<file path="src/rtl/hub75_pkg.sv">
// Shared HUB75 panel constants, scan-state encoding and pixel-bus layout.
// Game logic and the bench import this to stay in step with the scanner.
package hub75_pkg;

  localparam int COLS      = 32;
  localparam int COL_W     = 5;
  localparam int ROW_W     = 4;
  localparam int ON_CYCLES = 256;
  localparam int ADDR_W    = 1 + ROW_W + COL_W;

  typedef enum logic [2:0] {
    IDLE,
    PRIME,
    SETUP,
    CLK,
    BLANK,
    LATCH,
    DISPLAY
  } state_t;

  // Bit positions inside the 6-bit {R0,G0,B0,R1,G1,B1} pixel bus
  localparam int PIX_R0 = 5;
  localparam int PIX_G0 = 4;
  localparam int PIX_B0 = 3;
  localparam int PIX_R1 = 2;
  localparam int PIX_G1 = 1;
  localparam int PIX_B1 = 0;

  // Clocks spent on one row pair: prime + shift + blank + latch + display
  function automatic int row_cycles(input int cols, input int on_cycles, input int dim);
    return 3 + 2 * cols + (on_cycles >> dim);
  endfunction

endpackage

</file>
<file path="src/rtl/hub75_on_timer.sv">
// Row on-time down-counter: loaded with on_cycles >> dim, flags the final
// display cycle so the scanner can leave DISPLAY on time.
module hub75_on_timer #(
  parameter int ON_CYCLES = 256,
  parameter int CNT_W     = $clog2(ON_CYCLES + 1)
) (
  input  logic       clk,
  input  logic       rst,
  input  logic       load,
  input  logic [1:0] dim,
  output logic       done
);

  logic [CNT_W-1:0] cnt_reg;

  always_ff @(posedge clk) begin
    if (rst) begin
      cnt_reg <= '0;
    end else if (load) begin
      cnt_reg <= CNT_W'(ON_CYCLES >> dim);
    end else if (cnt_reg != '0) begin
      cnt_reg <= cnt_reg - 1'b1;
    end
  end

  // dim is captured only at load, so a change mid-row has no effect
  assign done = (cnt_reg == CNT_W'(1));

endmodule

</file>
<file path="src/rtl/hub75_scan_ctrl.sv">
// HUB75 1/16-scan sequencer: shifts each row pair out of the displayed
// framebuffer, latches it, then lights it for a dim-scaled on-time.
module hub75_scan_ctrl #(
  parameter int COLS      = hub75_pkg::COLS,
  parameter int COL_W     = hub75_pkg::COL_W,
  parameter int ROW_W     = hub75_pkg::ROW_W,
  parameter int ON_CYCLES = hub75_pkg::ON_CYCLES
) (
  input  logic                   clk,
  input  logic                   rst,
  input  logic                   en,
  input  logic [1:0]             dim,
  input  logic                   swap_req,
  output logic                   swap_ack,
  output logic                   fb_sel,
  output logic [ROW_W+COL_W:0]   rd_addr,
  input  logic [5:0]             rd_data,
  output logic                   frame_start,
  output logic                   A,
  output logic                   B,
  output logic                   C,
  output logic                   D,
  output logic                   R0,
  output logic                   G0,
  output logic                   B0,
  output logic                   R1,
  output logic                   G1,
  output logic                   B1,
  output logic                   SCLK,
  output logic                   LAT,
  output logic                   OE
);
  import hub75_pkg::*;

  localparam logic [COL_W-1:0] LAST_COL = COL_W'(COLS - 1);
  localparam logic [ROW_W-1:0] LAST_ROW = '1;

  state_t             state_reg, state_next;
  logic [ROW_W-1:0]   row_reg, row_next;
  logic [COL_W-1:0]   col_reg, col_next, col_inc;
  logic               fb_sel_reg, fb_sel_next;
  logic               swap_ack_reg, swap_ack_next;
  logic [ROW_W+COL_W:0] rd_addr_reg, rd_addr_next;
  logic [5:0]         rgb_reg, rgb_next;
  logic [ROW_W-1:0]   ad_reg, ad_next;
  logic               sclk_reg, sclk_next;
  logic               lat_reg, lat_next;
  logic               oe_reg, oe_next;
  logic               fs_reg, fs_next;
  logic               timer_load, timer_done;

  assign col_inc    = col_reg + 1'b1;
  assign timer_load = (state_reg == LATCH);

  hub75_on_timer #(
    .ON_CYCLES(ON_CYCLES)
  ) u_on_timer (
    .clk (clk),
    .rst (rst),
    .load(timer_load),
    .dim (dim),
    .done(timer_done)
  );

  always_ff @(posedge clk) begin
    if (rst) begin
      state_reg    <= IDLE;
      row_reg      <= '0;
      col_reg      <= '0;
      fb_sel_reg   <= 1'b0;
      swap_ack_reg <= 1'b0;
      rd_addr_reg  <= '0;
      rgb_reg      <= '0;
      ad_reg       <= '0;
      sclk_reg     <= 1'b0;
      lat_reg      <= 1'b0;
      oe_reg       <= 1'b1;
      fs_reg       <= 1'b0;
    end else begin
      state_reg    <= state_next;
      row_reg      <= row_next;
      col_reg      <= col_next;
      fb_sel_reg   <= fb_sel_next;
      swap_ack_reg <= swap_ack_next;
      rd_addr_reg  <= rd_addr_next;
      rgb_reg      <= rgb_next;
      ad_reg       <= ad_next;
      sclk_reg     <= sclk_next;
      lat_reg      <= lat_next;
      oe_reg       <= oe_next;
      fs_reg       <= fs_next;
    end
  end

  always_comb begin
    state_next    = state_reg;
    row_next      = row_reg;
    col_next      = col_reg;
    fb_sel_next   = fb_sel_reg;
    swap_ack_next = 1'b0;
    case (state_reg)
      IDLE:    if (en) state_next = PRIME;
      PRIME: begin
        col_next   = '0;
        state_next = SETUP;
      end
      SETUP:   state_next = CLK;
      CLK: begin
        if (col_reg == LAST_COL) begin
          state_next = BLANK;
        end else begin
          col_next   = col_inc;
          state_next = SETUP;
        end
      end
      BLANK:   state_next = LATCH;
      LATCH:   state_next = DISPLAY;
      DISPLAY: begin
        if (timer_done) begin
          state_next = en ? PRIME : IDLE;
          // Frame boundary is the only point a buffer swap may happen
          if (row_reg == LAST_ROW) begin
            row_next = '0;
            if (swap_req) begin
              fb_sel_next   = ~fb_sel_reg;
              swap_ack_next = 1'b1;
            end
          end else if (en) begin
            row_next = row_reg + 1'b1;
          end
        end
      end
      default: state_next = IDLE;
    endcase
  end

  // Pin values are derived from the upcoming state so every pin is a flop
  always_comb begin
    rd_addr_next = rd_addr_reg;
    rgb_next     = rgb_reg;
    ad_next      = ad_reg;
    case (state_next)
      PRIME:   rd_addr_next = {fb_sel_next, row_next, {COL_W{1'b0}}};
      CLK:     rd_addr_next = {fb_sel_reg, row_reg, col_inc};
      default: ;
    endcase
    if (state_reg == SETUP) rgb_next = rd_data;
    if (state_next == LATCH) ad_next = row_reg;
    sclk_next = (state_next == CLK);
    lat_next  = (state_next == LATCH);
    oe_next   = (state_next != DISPLAY);
    fs_next   = (state_next == PRIME) && (row_next == '0);
  end

  assign swap_ack    = swap_ack_reg;
  assign fb_sel      = fb_sel_reg;
  assign rd_addr     = rd_addr_reg;
  assign frame_start = fs_reg;
  assign A           = ad_reg[0];
  assign B           = ad_reg[1];
  assign C           = ad_reg[2];
  assign D           = ad_reg[3];
  assign R0          = rgb_reg[PIX_R0];
  assign G0          = rgb_reg[PIX_G0];
  assign B0          = rgb_reg[PIX_B0];
  assign R1          = rgb_reg[PIX_R1];
  assign G1          = rgb_reg[PIX_G1];
  assign B1          = rgb_reg[PIX_B1];
  assign SCLK        = sclk_reg;
  assign LAT         = lat_reg;
  assign OE          = oe_reg;

endmodule

</file>
<file path="config.mk">
export PLATFORM = sky130hd
export DESIGN_NAME = hub75_scan_ctrl
export DESIGN_NICKNAME = d
export VERILOG_FILES = /design/src/rtl/hub75_pkg.sv /design/src/rtl/hub75_on_timer.sv /design/src/rtl/hub75_scan_ctrl.sv
export SDC_FILE = /design/constraint.sdc
export NUM_CORES = 1
export LEC_CHECK = 0
export ABC_AREA = 0
export CORE_MARGIN = 3
export CORE_UTILIZATION = 45
export DETAILED_ROUTE_END_ITERATION = 10
export PLACE_DENSITY = 0.7
export SETUP_SLACK_MARGIN = 0.3
export SYNTH_ARGS = -nofsm -noshare
export SYNTH_HDL_FRONTEND = slang
export SYNTH_SLANG_ARGS = --single-unit
export TNS_END_PERCENT = 100
</file>
<file path="constraint.sdc">
create_clock -name clk -period 3.1 [get_ports clk]
set_input_delay 0.62 -clock clk [delete_from_list [all_inputs] [get_ports clk]]
set_output_delay 0.62 -clock clk [all_outputs]
set_load 0.01 [all_outputs]
</file>
After elaboration in Yosys (flattened, before gate mapping)
Cells that the tools add are included.
- shift-type cells: 1
- mux-type cells: 19
- add/sub/neg operators: 3
- eq/ne operators: 14
- bitwise gates (word level): 4
- reduce and logical (&&, ||, !) cells: 9
- operator list (cell ; count):
    3-bit case mux with 7 select lines ; 1
    10-bit case mux with 2 select lines ; 1
    9-bit 2-to-1 mux ; 2
    4-bit 2-to-1 mux ; 4
    3-bit == test, second input constant ; 4
    5-bit case mux with 2 select lines ; 1
    3-bit by 2-bit == test with 1-bit output, second input constant ; 3
    9-bit by 1-bit == test with 1-bit output, second input constant ; 1
    3-bit 2-to-1 mux ; 3
    9-bit nonzero test ; 1
    9-bit by 2-bit >> shifter with 9-bit output, first input constant ; 1
    9-bit by 1-bit subtractor with 9-bit output, second input constant ; 1
    3-bit by 1-bit == test with 1-bit output, second input constant ; 2
    1-bit 2-to-1 mux ; 6
    2-bit nonzero test ; 3
    5-bit by 1-bit adder with 5-bit output, second input constant ; 1
    5-bit == test, second input constant ; 1
    5-bit 2-to-1 mux ; 1
    4-bit by 1-bit adder with 4-bit output, second input constant ; 1
    4-bit == test, second input constant ; 1
    4-bit logical NOT ; 1
    1-bit inverter ; 4
    4-bit OR reduction ; 1
    3-bit logical NOT ; 1
    other kinds (4) ; 4
- input bits: 12
- logic and storage cells: 63
- flip-flop bits (word level): 47
- output and inout bits: 26

Depth between registers and ports, before layout
- depth after elaboration: 7
- mapped depth: 7
- gate-level depth less buffers: 7

Modules after synthesis
Synthesis repeated with hierarchy kept, for this count alone.
- cells, all modules: 234
- area, all modules: 2110.8 um^2
- by module, submodules not included (module ; seq. area each (um^2) ; times used ; cells an instance ; area an instance (um^2)):
    hub75_scan_ctrl ; 760.7 ; 1 ; 178 ; 1625.3
    hub75_on_timer ; 180.2 ; 1 ; 56 ; 485.5

Worst setup path after synthesis
No wires, ideal clock.
- path type: register -> register
- start point: register u_on_timer.cnt_reg[1]
- end point: register rd_addr_reg[6], in the netlist rd_addr[6]
- path slack: 1.142 ns
- data arrival time: 1.871 ns
- library setup time: 0.086 ns
- clock period less this slack: 1.958 ns
- cell stages (with the launch flop): 8
- cells stage by stage: dfxtp_1 -> inv_1 -> ha_1 -> or3b_2 -> or3_4 -> nor3_2 -> a22oi_2 -> a221oi_2
- cells in the longest elaborated chain, start to end: 5
- RTL lines (item ; line ; source):
    start: declaration ; hub75_on_timer.sv:14 ; logic [CNT_W-1:0] cnt_reg;
    start signal: assignment ; hub75_on_timer.sv:20 ; cnt_reg <= CNT_W'(ON_CYCLES >> dim);
    start signal: assignment ; hub75_on_timer.sv:22 ; cnt_reg <= cnt_reg - 1'b1;
    9-bit by 1-bit == test with 1-bit output * ; hub75_on_timer.sv:27 ; assign done = (cnt_reg == CNT_W'(1));
    3-bit 2-to-1 mux ; hub75_scan_ctrl.sv:119 ; if (timer_done) begin
    3-bit case mux with 7 select lines ; hub75_scan_ctrl.sv:101 ; case (state_reg)
    3-bit by 2-bit == test with 1-bit output or 3-bit by 1-bit == test with 1-bit output (tied branches) ; hub75_scan_ctrl.sv:142 ; case (state_next)
    10-bit case mux with 2 select lines or 2-bit nonzero test (tied branches) ; - ;
    end signal: assignment ; hub75_scan_ctrl.sv:85 ; rd_addr_reg <= rd_addr_next;
    end: declaration ; hub75_scan_ctrl.sv:43 ; logic [ROW_W+COL_W:0] rd_addr_reg, rd_addr_next;
Every way passes the cells marked *; elsewhere a longest branch is shown, timed or not.
A chain may end at the register's enable or synchronous reset.

Worst setup path after layout
- start point: register u_on_timer.cnt_reg[0]
- end point: register rd_addr_reg[8], in the netlist rd_addr[8]
Same word-level chain as after synthesis.

==> flow_summary.ini <==
[yosys]
synthCells = 251
syn-num-nets = 269
synthesis.area_sq_um = 2200
ys_ff_latch = 47
yosysUniqueCellTypes = 54
synth_edf_count = 0
syn_avg_cell_area_sq_um = 8.77
async_flop_share_pct = 0
yosysSeqAreaShare_pct = 42.8
ys_warn_count = 0
ys.flop_type = dfxtp_1

[setup_path]
regToRegStartpoint = u_on_timer.cnt_reg[0]$_SDFFE_PP0P_
worstPathArrival_ns = 2.48
start_kind = register
critPathKind = register to register
critPathMaxFanout = 9
worstSetupEndpointType = register
ff2ff_path_depth = 6
cp-startpoint = u_on_timer.cnt_reg[0]$_SDFFE_PP0P_
cp.required_ns = 3.35

[clock_network]
clk_pin_slew_ns = 0.09
clockBufferDepth = 2
cts_tree = built
cts_resized = 0
cts_root_buffer = clkbuf_8
numClockSinks = 47
hold_buffers = 0
cts_buffers = 5
htreeDepth = 2
post-cts-setup-buffer-count = 0
clk_latency_ns = 0.30

[grt]
globalRoute.totalOverflow = 0
grt_usage_pct = 17.3
grt_max_degree = 33
grt_pass1_wl_mm = 8.24
antenna_found_initial = 0
grt_pass1_vias = 1689

[routing]
postRouteAntennaNets = 0
drc_errors = 0
drtIter0Drc = 128
routed_wl_mm = 4.87
avgRoutedWirePerCell_um = 13.9
vias = 1870
viasPerCell = 5.34
firstDrtPassIters = 4

[power]
ir_drop_uv = 435
leakage_nw = 0.986
pwr_density_cell_nw_per_um2 = 611

[timing]
tns_ns = 0
relSlewSlack_pct = 38.4
rsz0062_at_grt = no
max_freq_mhz = 449
final-hold-violation-count = 0
fin_crit_sh_pct = 71.9
slew_violations = 0
fin_worst_skew_ns = 0.00641
tightest_slew_ns = 0.921
period_minus_slack_ns = 2.23
setup_viol = 0
worst_slack_ns = 0.870

[placement]
place_ws_ns = 0.711
gp_congestion = 0.914
post-dp-hpwl_mm = 3.43
portBuffers = 37

[floorplan]
die-area_sq_um = 5770
die_w_um = 75.9
die_h_um = 75.9
start_util_pct = 48.5
core_sq_um = 4530
ios = 38
row_count = 24

[finish]
drive_gt1_share_pct = 7.37
fin_nets = 302
post-route-util_pct = 60.1
largest_register_ffs = 10
syn2layout_area_growth_pct = 23.8
fillCellCount = 408
num_antenna_cells = 0

[hold_path]
hold_path_class = register to register
min-delay-start = rgb_reg[3]$_SDFFE_PP0P_
hold_depth = 2

[outcome]
status = finished, final reports clean

[run]
drv_cap = 0
-- cell families after synthesis --
group | share of synthesized area, %
mux | 3.70
xor+xnor | 3.18
fa+ha+maj | 3.41
buf+inv | 3.64
compound gates | 17.3
simple gates | 26.0
flops | 42.8
-- placed cells by master, fill, tap and decap left out, types with 2 or more instances in the layout --
| master | instances |
|---|---|
| nor2_1 | 36 |
| dfxtp_1 | 47 |
| o21ai_1 | 2 |
| xnor2_1 | 2 |
| a22oi_1 | 7 |
| nor2b_1 | 5 |
| ha_1 | 6 |
| clkdlybuf4s50_1 | 37 |
| mux2i_1 | 7 |
| and4b_1 | 2 |
| inv_1 | 9 |
| nand2_1 | 18 |
| a21oi_1 | 21 |
| clkbuf_8 | 6 |
| nand4b_1 | 2 |
| and3_1 | 2 |
| nand3b_1 | 4 |
| nand4_1 | 3 |
| nor4_1 | 3 |
| xor2_1 | 6 |
| nand3_1 | 6 |
| or3b_2 | 2 |
| nor3b_1 | 4 |
| nand2b_1 | 3 |
| o21ai_0 | 6 |
| o21a_1 | 2 |
| nor3_1 | 5 |
| a211oi_1 | 3 |
-- final cells by class --
cell class              instances  area, sq um  share of cell area, %
well taps                      65         81.3                   2.98
inverters                       9         33.8                   1.24
repair buffers                 38          390                   14.3
multi-input cells             183         1180                   43.3
flip-flops and latches         47          941                   34.5
clock inverters                 2         16.3                  0.597
clock buffers                   6         82.6                   3.03
-- stage by stage --
stage | total power, mW | cell area (sq um) | hold slack [ns] | instances
floorplan | 1.15 | 2200 | 0.472 | 251
global placement | 1.27 | 2630 | 0.442 | 342
detailed placement | 1.28 | 2630 | 0.450 | 342
CTS | 1.68 | 2730 | 0.462 | 350
global route | 1.78 | 2730 | 0.479 | 350
finish | 1.66 | 2730 | 0.462 | 350
-- per-layer routing --
layer	track usage [%]	vias to the layer above	share of wire [%]	wire [um]
met2	27.7	42	47	2300
met1	23.0	865	46	2250
met3	4.38	6	5.2	254
met4	5.62	0	1.2	60
li1	-	957	-	-
met5	0	-	0	0
-- cells in the mapped netlist, types with 2 or more instances --
library cell  number  area (sq um)
nand4b_1           2          17.5
nand4_1            3          18.8
nor3b_1            4          30.0
mux2i_1            7          70.1
and4b_1            2          20.0
nor2b_1            5          31.3
nor2_1            36           135
o21ai_0            6          30.0
clkbuf_1          11          41.3
a22oi_1            7          52.6
nand3_1            6          30.0
nor4_1             3          18.8
nor3_1             5          25.0
xor2_1             6          52.6
or3b_2             2          17.5
a21oi_1           21           105
a211oi_1           3          22.5
ha_1               6          75.1
and3_1             2          12.5
nand2_1           18          67.6
o21ai_1            2          10.0
inv_1              9          33.8
dfxtp_1           47           941
xnor2_1            2          17.5
nand2b_1           3          18.8
o21a_1             2          15.0
nand3b_1           4          30.0
-- path summary, 6_finish.rpt --
check	endpoint	slack (ns)
max	rd_addr[8]$_SDFFE_PP0P_	0.87
min	rgb_reg[3]$_SDFFE_PP0P_	0.46
max reg2reg	rd_addr[8]$_SDFFE_PP0P_	0.87
min reg2reg	rgb_reg[3]$_SDFFE_PP0P_	0.46
-- where the power goes --
part / internal, mW / total, mW / switching (mW)
Clock: 0.182 / 0.395 / 0.213
Combinational: 0.243 / 0.520 / 0.277
Sequential: 0.673 / 0.750 / 0.0772
Total: 1.10 / 1.66 / 0.567
-- worst max-delay path: stages (launching register included) --
cell and delay [ns]:
dfxtp_1 0.40, ha_1 0.18, or3b_2 0.51, nor3_4 0.34, a31oi_1 0.21, nor2_1 0.31, o221a_1 0.22
Power figures use the tool's default switching activity.
